==> src/rtl/ftdi_tx_controller_if.sv <==
// FIFO, FU_D bus arbitration and FTDI write-side signals of the transmit controller.
interface ftdi_tx_controller_if;
    logic        bus_req;
    logic        bus_gnt;
    logic        fifo_empty;
    logic        fifo_rdreq;
    logic [15:0] fifo_q;
    logic        ftxe_n;
    logic        fwr_n;
    logic        fsiwu_n;
    logic [7:0]  fd_out;
    logic        fd_oe;

    // controller side
    modport master (
        output bus_req, fifo_rdreq, fwr_n, fsiwu_n, fd_out, fd_oe,
        input  bus_gnt, fifo_empty, fifo_q, ftxe_n
    );

    // environment side: FIFO, arbiter and FTDI pins
    modport slave (
        input  bus_req, fifo_rdreq, fwr_n, fsiwu_n, fd_out, fd_oe,
        output bus_gnt, fifo_empty, fifo_q, ftxe_n
    );
endinterface

==> src/rtl/ftdi_tx_controller.sv <==
// FT2232H sync-FIFO transmit controller: drains 16-bit words from the read-back
// FIFO, sends them as two bytes under TXE# flow control, with a one-word
// prefetch so back-to-back words leave at one byte per clock. After the stream
// has been idle for FLUSH_IDLE_CYCLES it pulses SIWU# to flush the FTDI buffer.
module ftdi_tx_controller #(
    parameter int FLUSH_IDLE_CYCLES = 64,
    parameter bit LSB_FIRST         = 1'b1
) (
    input  logic                        clk,
    input  logic                        rst,
    input  logic                        enable,
    ftdi_tx_controller_if.master        io,
    output logic [31:0]                 bytes_sent,
    output logic                        busy
);
    localparam int CW = $clog2(FLUSH_IDLE_CYCLES + 1);

    typedef enum logic [2:0] {IDLE, REQ, FETCH, LOAD, LO, HI} state_t;

    state_t        state;
    logic [15:0]   word_reg;
    logic [15:0]   pf_reg;
    logic          pf_valid;
    logic          pf_pending;   // prefetch read issued last cycle, data on fifo_q now
    logic          sent;
    logic [CW-1:0] idle_cnt;

    logic          accept;
    logic          pf_take;
    logic          pf_avail;
    logic [15:0]   pf_word;

    function automatic logic [7:0] first_byte(input logic [15:0] w);
        return LSB_FIRST ? w[7:0] : w[15:8];
    endfunction

    function automatic logic [7:0] second_byte(input logic [15:0] w);
        return LSB_FIRST ? w[15:8] : w[7:0];
    endfunction

    // The FTDI takes the byte on an edge where both WR# and TXE# are low.
    assign accept   = !io.fwr_n && !io.ftxe_n;
    // Prefetch the next word while the first byte of this one is accepted.
    assign pf_take  = (state == LO) && accept && enable && !io.fifo_empty
                      && !pf_valid && !pf_pending;
    // A pending prefetch can be used directly off fifo_q, which keeps the gap at zero.
    assign pf_avail = pf_valid || pf_pending;
    assign pf_word  = pf_valid ? pf_reg : io.fifo_q;

    // Reads are gated by rst so an in-flight word is never re-read during reset.
    assign io.fifo_rdreq = !rst && ((state == FETCH) || pf_take);
    assign busy          = (state != IDLE);

    // Main FSM; pin outputs are registered from the next state.
    always_ff @(posedge clk) begin
        if (rst) begin
            state      <= IDLE;
            io.bus_req <= 1'b0;
            io.fwr_n   <= 1'b1;
            io.fd_oe   <= 1'b0;
            io.fd_out  <= 8'h00;
            word_reg   <= 16'h0000;
            pf_reg     <= 16'h0000;
            pf_valid   <= 1'b0;
            pf_pending <= 1'b0;
        end else begin
            pf_pending <= pf_take;
            if (pf_pending && !(state == HI && accept)) begin
                pf_reg   <= io.fifo_q;
                pf_valid <= 1'b1;
            end
            case (state)
                IDLE: begin
                    if (enable && !io.fifo_empty) begin
                        state      <= REQ;
                        io.bus_req <= 1'b1;
                    end
                end
                REQ: begin
                    if (io.bus_gnt) state <= FETCH;
                end
                FETCH: state <= LOAD;
                LOAD: begin
                    word_reg  <= io.fifo_q;
                    io.fd_out <= first_byte(io.fifo_q);
                    io.fwr_n  <= 1'b0;
                    io.fd_oe  <= 1'b1;
                    state     <= LO;
                end
                LO: begin
                    if (accept) begin
                        io.fd_out <= second_byte(word_reg);
                        state     <= HI;
                    end
                end
                HI: begin
                    if (accept) begin
                        if (pf_avail) begin
                            word_reg  <= pf_word;
                            pf_valid  <= 1'b0;
                            io.fd_out <= first_byte(pf_word);
                            state     <= LO;
                        end else if (enable && !io.fifo_empty) begin
                            io.fwr_n <= 1'b1;
                            io.fd_oe <= 1'b0;
                            state    <= FETCH;
                        end else begin
                            io.fwr_n   <= 1'b1;
                            io.fd_oe   <= 1'b0;
                            io.bus_req <= 1'b0;
                            state      <= IDLE;
                        end
                    end
                end
                default: state <= IDLE;
            endcase
        end
    end

    // Byte counter, sent-flag and idle counter driving the send-immediate pulse.
    always_ff @(posedge clk) begin
        if (rst) begin
            bytes_sent <= 32'h0;
            sent       <= 1'b0;
            idle_cnt   <= '0;
            io.fsiwu_n <= 1'b1;
        end else begin
            bytes_sent <= bytes_sent + 32'(accept);
            io.fsiwu_n <= 1'b1;
            if (accept) sent <= 1'b1;
            if (state == IDLE && io.fifo_empty) begin
                if (idle_cnt == CW'(FLUSH_IDLE_CYCLES)) begin
                    // saturate here until there is something to flush
                    if (sent) begin
                        io.fsiwu_n <= 1'b0;
                        sent       <= 1'b0;
                        idle_cnt   <= '0;
                    end
                end else begin
                    idle_cnt <= idle_cnt + 1'b1;
                end
            end else begin
                idle_cnt <= '0;
            end
        end
    end
endmodule
==> src/flat_wrapper.sv <==
// flat-port wrapper written by rule: the top's interface ports become plain ports
module ftdi_tx_controller_flat 
#(
    parameter int FLUSH_IDLE_CYCLES = 64,
    parameter bit LSB_FIRST         = 1'b1
)
  (clk, rst, enable, bytes_sent, busy, io_bus_req, io_fifo_rdreq, io_fwr_n, io_fsiwu_n, io_fd_out, io_fd_oe, io_bus_gnt, io_fifo_empty, io_fifo_q, io_ftxe_n);
  ftdi_tx_controller_if io_i ();
  input  logic clk;
  input  logic rst;
  input  logic enable;
  output logic [31:0] bytes_sent;
  output logic busy;
  output wire logic [$bits(io_i.bus_req)-1:0] io_bus_req;
  output wire logic [$bits(io_i.fifo_rdreq)-1:0] io_fifo_rdreq;
  output wire logic [$bits(io_i.fwr_n)-1:0] io_fwr_n;
  output wire logic [$bits(io_i.fsiwu_n)-1:0] io_fsiwu_n;
  output wire logic [$bits(io_i.fd_out)-1:0] io_fd_out;
  output wire logic [$bits(io_i.fd_oe)-1:0] io_fd_oe;
  input wire logic [$bits(io_i.bus_gnt)-1:0] io_bus_gnt;
  input wire logic [$bits(io_i.fifo_empty)-1:0] io_fifo_empty;
  input wire logic [$bits(io_i.fifo_q)-1:0] io_fifo_q;
  input wire logic [$bits(io_i.ftxe_n)-1:0] io_ftxe_n;
  assign io_bus_req = io_i.bus_req;
  assign io_fifo_rdreq = io_i.fifo_rdreq;
  assign io_fwr_n = io_i.fwr_n;
  assign io_fsiwu_n = io_i.fsiwu_n;
  assign io_fd_out = io_i.fd_out;
  assign io_fd_oe = io_i.fd_oe;
  assign io_i.bus_gnt = io_bus_gnt;
  assign io_i.fifo_empty = io_fifo_empty;
  assign io_i.fifo_q = io_fifo_q;
  assign io_i.ftxe_n = io_ftxe_n;
  ftdi_tx_controller #(.FLUSH_IDLE_CYCLES(FLUSH_IDLE_CYCLES), .LSB_FIRST(LSB_FIRST)) u_core (.clk(clk), .rst(rst), .enable(enable), .io(io_i), .bytes_sent(bytes_sent), .busy(busy));
endmodule
==> config.mk <==
export PLATFORM = sky130hd
export DESIGN_NAME = ftdi_tx_controller_flat
export DESIGN_NICKNAME = d
export VERILOG_FILES = /design/src/rtl/ftdi_tx_controller_if.sv /design/src/rtl/ftdi_tx_controller.sv /design/src/flat_wrapper.sv
export SDC_FILE = /design/constraint.sdc
export NUM_CORES = 1
export LEC_CHECK = 0
export CAP_MARGIN = 15
export CORE_ASPECT_RATIO = 1.4
export CORE_MARGIN = 2
export CORE_UTILIZATION = 63
export DETAILED_ROUTE_END_ITERATION = 8
export DONT_BUFFER_PORTS = 1
export MAX_ROUTING_LAYER = met4
export PLACE_DENSITY_LB_ADDON = 0.3
export REMOVE_ABC_BUFFERS = 1
export SLEW_MARGIN = 20
export SYNTH_ARGS = -nofsm -noshare
export SYNTH_HDL_FRONTEND = slang
export SYNTH_SLANG_ARGS = --single-unit
==> constraint.sdc <==
create_clock -name clk -period 3.09 [get_ports clk]
set_input_delay 0.1545 -clock clk [delete_from_list [all_inputs] [get_ports clk]]
set_output_delay 0.1545 -clock clk [all_outputs]
set_load 0.02 [all_outputs]
==> run summary <==
The initial antenna violation count is 0. The delay of the slowest cell on the worst path is 0.90 ns. The category of the worst setup path launch point is a flip-flop. After synthesis the cells add up to 3755 um^2. Setup total negative slack on the finished layout was measured at 0 ns. The H-tree depth came out at 3. The weighted congestion at the end of routability-driven global placement is 0.7732. The sequential cell area fraction in the yosys report is between 40 and 50%. The register bit count reported by yosys is 81.

The worst relative slew slack is roughly a third. At the later pin of the worst-skew pair, clock insertion delay measures 0.36 ns. The I/O pin count came out at 68. On the final layout, the worst clock skew is ~0.012 ns.

The clock slew at the register clock pins of the worst setup and hold paths came out at 0.08 ns. The terminus of the critical flop-to-flop path is u_core.bytes_sent[28]. The power consumption is 1.922 mW. The instance area at placement is roughly 3800 um^2.

The most used flip-flop cell after synthesis is sky130_fd_sc_hd__dfxtp_1. The number of core rows is 33. The total of max-cap violations came out at 0. The worst-path maximum fanout came out at 8. The detailed-route vias per instance came out at between 6 and 7.

The area of the die came out at 6602 um^2. The largest individual stage delay along the critical path comes from the cell sky130_fd_sc_hd__nor4b_1. The cell area power density is 463.6 nW/um^2. The placement-stage worst setup slack came out at 0.6148 ns.

With fillers left out, the area of the finished cells amounts to 4146 um^2. The number of unique standard cell types used by synthesis came out at 51. Following the worst setup path forward leads to its endpoint at io_fifo_rdreq. The die span in y is 95.35 um. In this run the standard cell core region covers 5822 um^2.

The clock period could shrink to 2.582 ns. Compared with the post-synthesis result, the final layout area differs by 10.43%. Of the cells placed in the final design, the portion with a size suffix greater than 1 is 9.220%. The count of buffers added on input and output ports is 0. The startpoint identified for the worst hold timing path is rst. The required time at the worst-slack endpoint came out at 2.94 ns. The number of max-slew violations in the final report came out at 0. In the final routed layout, each cell accounts on average for 16.38 um. Summed over all instances, the cell type with the most area after synthesis is sky130_fd_sc_hd__dfxtp_1. Measured in cells, the most critical reg-to-reg path has a length of 7. The clock net sink count is about 80. The share of synthesized registers carrying an async set or reset came out at 0%. Based on the critical path, the design can be clocked at up to approximately 0.39 GHz. The number of enable flip-flop cells after synthesis came out at 0. Detailed routing inserted a total of 3,073 vias. The CTS tree is done. For the worst setup path, the data arrival time is 2.43 ns. The most critical setup path has its startpoint at u_core.io.fwr_n. The post-layout net count is about 440.

The worst hold margin is 0.03031 ns. For the pin with the worst max-slew slack, the measured transition is ~0.96 ns. The number of design rule violations left after detail routing is 0. The number of DRC markers in iteration 0 is about 150.

After synthesis, the cell types taking the most area are sky130_fd_sc_hd__dfxtp_1 43%, sky130_fd_sc_hd__mux2i_1 6.7%, sky130_fd_sc_hd__nor2_1 5.2%. The number of global-route vias before repair came out at 3,016. The initial standard-cell utilization of the core came out at between 60% and 70%. The critical path is of the reg -> out type. The final critical path takes up between 80% and 90% of the cycle. Summed over all cells, the static leakage comes to 1.432 nW. The worst hold-check path type is in -> reg.

The root buffer cell chosen for the clock tree is sky130_fd_sc_hd__clkbuf_8. The count of nets left with antenna violations once routing finished came out at 0. The startpoint identified for the worst register-to-register timing path is u_core.io.fwr_n. Before antenna repair, the detailed router went through 4 iterations. The final worst setup slack is 0.5075 ns.

The flow ran to the end, and the final reports show no timing, DRC or antenna violations. Setup repair after global routing left no endpoint under its margin. The final number of setup-violating endpoints is 0. The average footprint of a synthesized cell is 9.092 um^2.

The count of warnings emitted by yosys came out at 0. The number of antenna diodes in the final layout is 0. The aggregate routed wire length came out at 8077 um. The die span in x came out at 69.25 um. The worst setup path is captured at an output port. Setup slack on the worst reg-to-reg path comes out at 0.60 ns. The buffer depth of the longest clock path came out at 2.

The critical path goes through nor4b_1 -> nand3_1 -> a211oi_1 -> buf_4. The number of hold-slack violations in the final timing report is 0. The maximum ir drop on the vdd rail came out at 0.4317 mV. The final HPWL from detailed placement came out at 5152 um. The number of post-CTS setup repair buffers came out at 0.

The area share of the leading cell type in the synthesized netlist came out at 43.19%. The maximum number of pins on one net before global-route repair came out at 72. The number of flip-flops in the largest register is 32. Synthesis produced 413 cells. For this run the aggregate overflow at the end of global routing stands at 0. The overall global routing resource usage came out at 26.14%.

The wire length of the first global-routing pass came out at around 14,000 um. The total CTS buffers is 9.
## area by class of cell
cell class	instances	area (um^2)
inverters	6	22.52
clock buffers	14	182.7
clock inverters	2	10.01
well taps	70	87.58
flip-flops and latches	81	1622
repair buffers	24	242.7
fillers	467	1675
multi-input cells	296	1979
## logic make-up after synthesis
kind of cell    synth area share [%]
simple gates                   22.16
compound gates                 18.13
flops                          43.19
buf+inv                        4.199
mux                            7.264
xor+xnor                       3.732
fa+ha+maj                      1.333
## worst min path at each step
stage | to | slack, ns | cells after the start
3_5_place_dp | u_core.io.fsiwu_n | 0.23 | 1
6_report | u_core.bytes_sent[13] | 0.03 | 2
3_3_place_gp | u_core.state[0] | 0.23 | 1
5_1_grt | u_core.bytes_sent[16] | 0.04 | 2
2_1_floorplan | u_core.bytes_sent[14] | 0.22 | 1
4_1_cts | u_core.bytes_sent[13] | 0.02 | 2
## where the power goes
part / internal [mW] / leakage [nW] / switching [mW]
clock: 0.378 / 0.102 / 0.365
combinational: 0.0534 / 0.676 / 0.0585
sequential: 1.05 / 0.653 / 0.0164
## through the flow
stage,instances,utilization (%)
3_5_place_dp,459,64.52
2_1_floorplan,383,-
3_3_place_gp,459,64.52
4_1_cts,493,71.22
6_report,493,71.22
5_1_grt,493,71.22
## synth_stat cells (3+ instances only)
library cell / instances
sky130_fd_sc_hd__nor4_1: 4
sky130_fd_sc_hd__nor2b_1: 5
sky130_fd_sc_hd__nand3_1: 18
sky130_fd_sc_hd__nand2b_1: 5
sky130_fd_sc_hd__a311oi_1: 8
sky130_fd_sc_hd__a21oi_1: 30
sky130_fd_sc_hd__nand3b_1: 3
sky130_fd_sc_hd__mux2i_1: 25
sky130_fd_sc_hd__or2_2: 5
sky130_fd_sc_hd__nor3_1: 3
sky130_fd_sc_hd__or4_1: 10
sky130_fd_sc_hd__clkbuf_1: 21
sky130_fd_sc_hd__xnor2_1: 3
sky130_fd_sc_hd__inv_1: 6
sky130_fd_sc_hd__nor3b_1: 4
sky130_fd_sc_hd__or3_1: 6
sky130_fd_sc_hd__o22a_1: 6
sky130_fd_sc_hd__o31ai_1: 10
sky130_fd_sc_hd__xor2_1: 13
sky130_fd_sc_hd__a211oi_1: 11
sky130_fd_sc_hd__nand2_1: 14
sky130_fd_sc_hd__o22ai_1: 6
sky130_fd_sc_hd__dfxtp_1: 81
sky130_fd_sc_hd__buf_2: 6
sky130_fd_sc_hd__nand4_1: 10
sky130_fd_sc_hd__o21ai_0: 8
sky130_fd_sc_hd__nor2_1: 52
sky130_fd_sc_hd__ha_1: 4
sky130_fd_sc_hd__and4_1: 6
## critical path, delay by kind of cell (launching register included)
family	cells	cell delay, ns
AO/OA/AOI/OAI	1	0.29
flip-flops	1	0.48
buffers and inverters	1	0.19
AND/OR/NAND/NOR	2	1.11
## per-layer routing
layer / GRT usage, % / part of all wire (%)
met1: 28.43 / 40
met2: 44.71 / 51
met3: 8.562 / 6.8
met4: 9.804 / 1.6
met5: - / 0
## repair_timing
action	4_1_cts	5_1_grt
setup endpoints to repair	0	0
gates resized for setup	0	0
endpoints found under the hold margin	71	0
hold buffers	18	0
## placed cells by master (no fill, tap or decap), drive strengths merged, types with 7 or more instances in the layout
| cell type | n |
|---|---|
| o21ai | 8 |
| o31ai | 10 |
| nand4 | 10 |
| or4 | 11 |
| xor2 | 13 |
| dlygate4sd3 | 17 |
| dfxtp | 81 |
| a21oi | 30 |
| buf | 7 |
| clkbuf | 14 |
| a211oi | 11 |
| nor2 | 52 |
| mux2i | 25 |
| nand3 | 19 |
| nand2 | 14 |
| a311oi | 8 |
(Power assumes the default switching activity.)
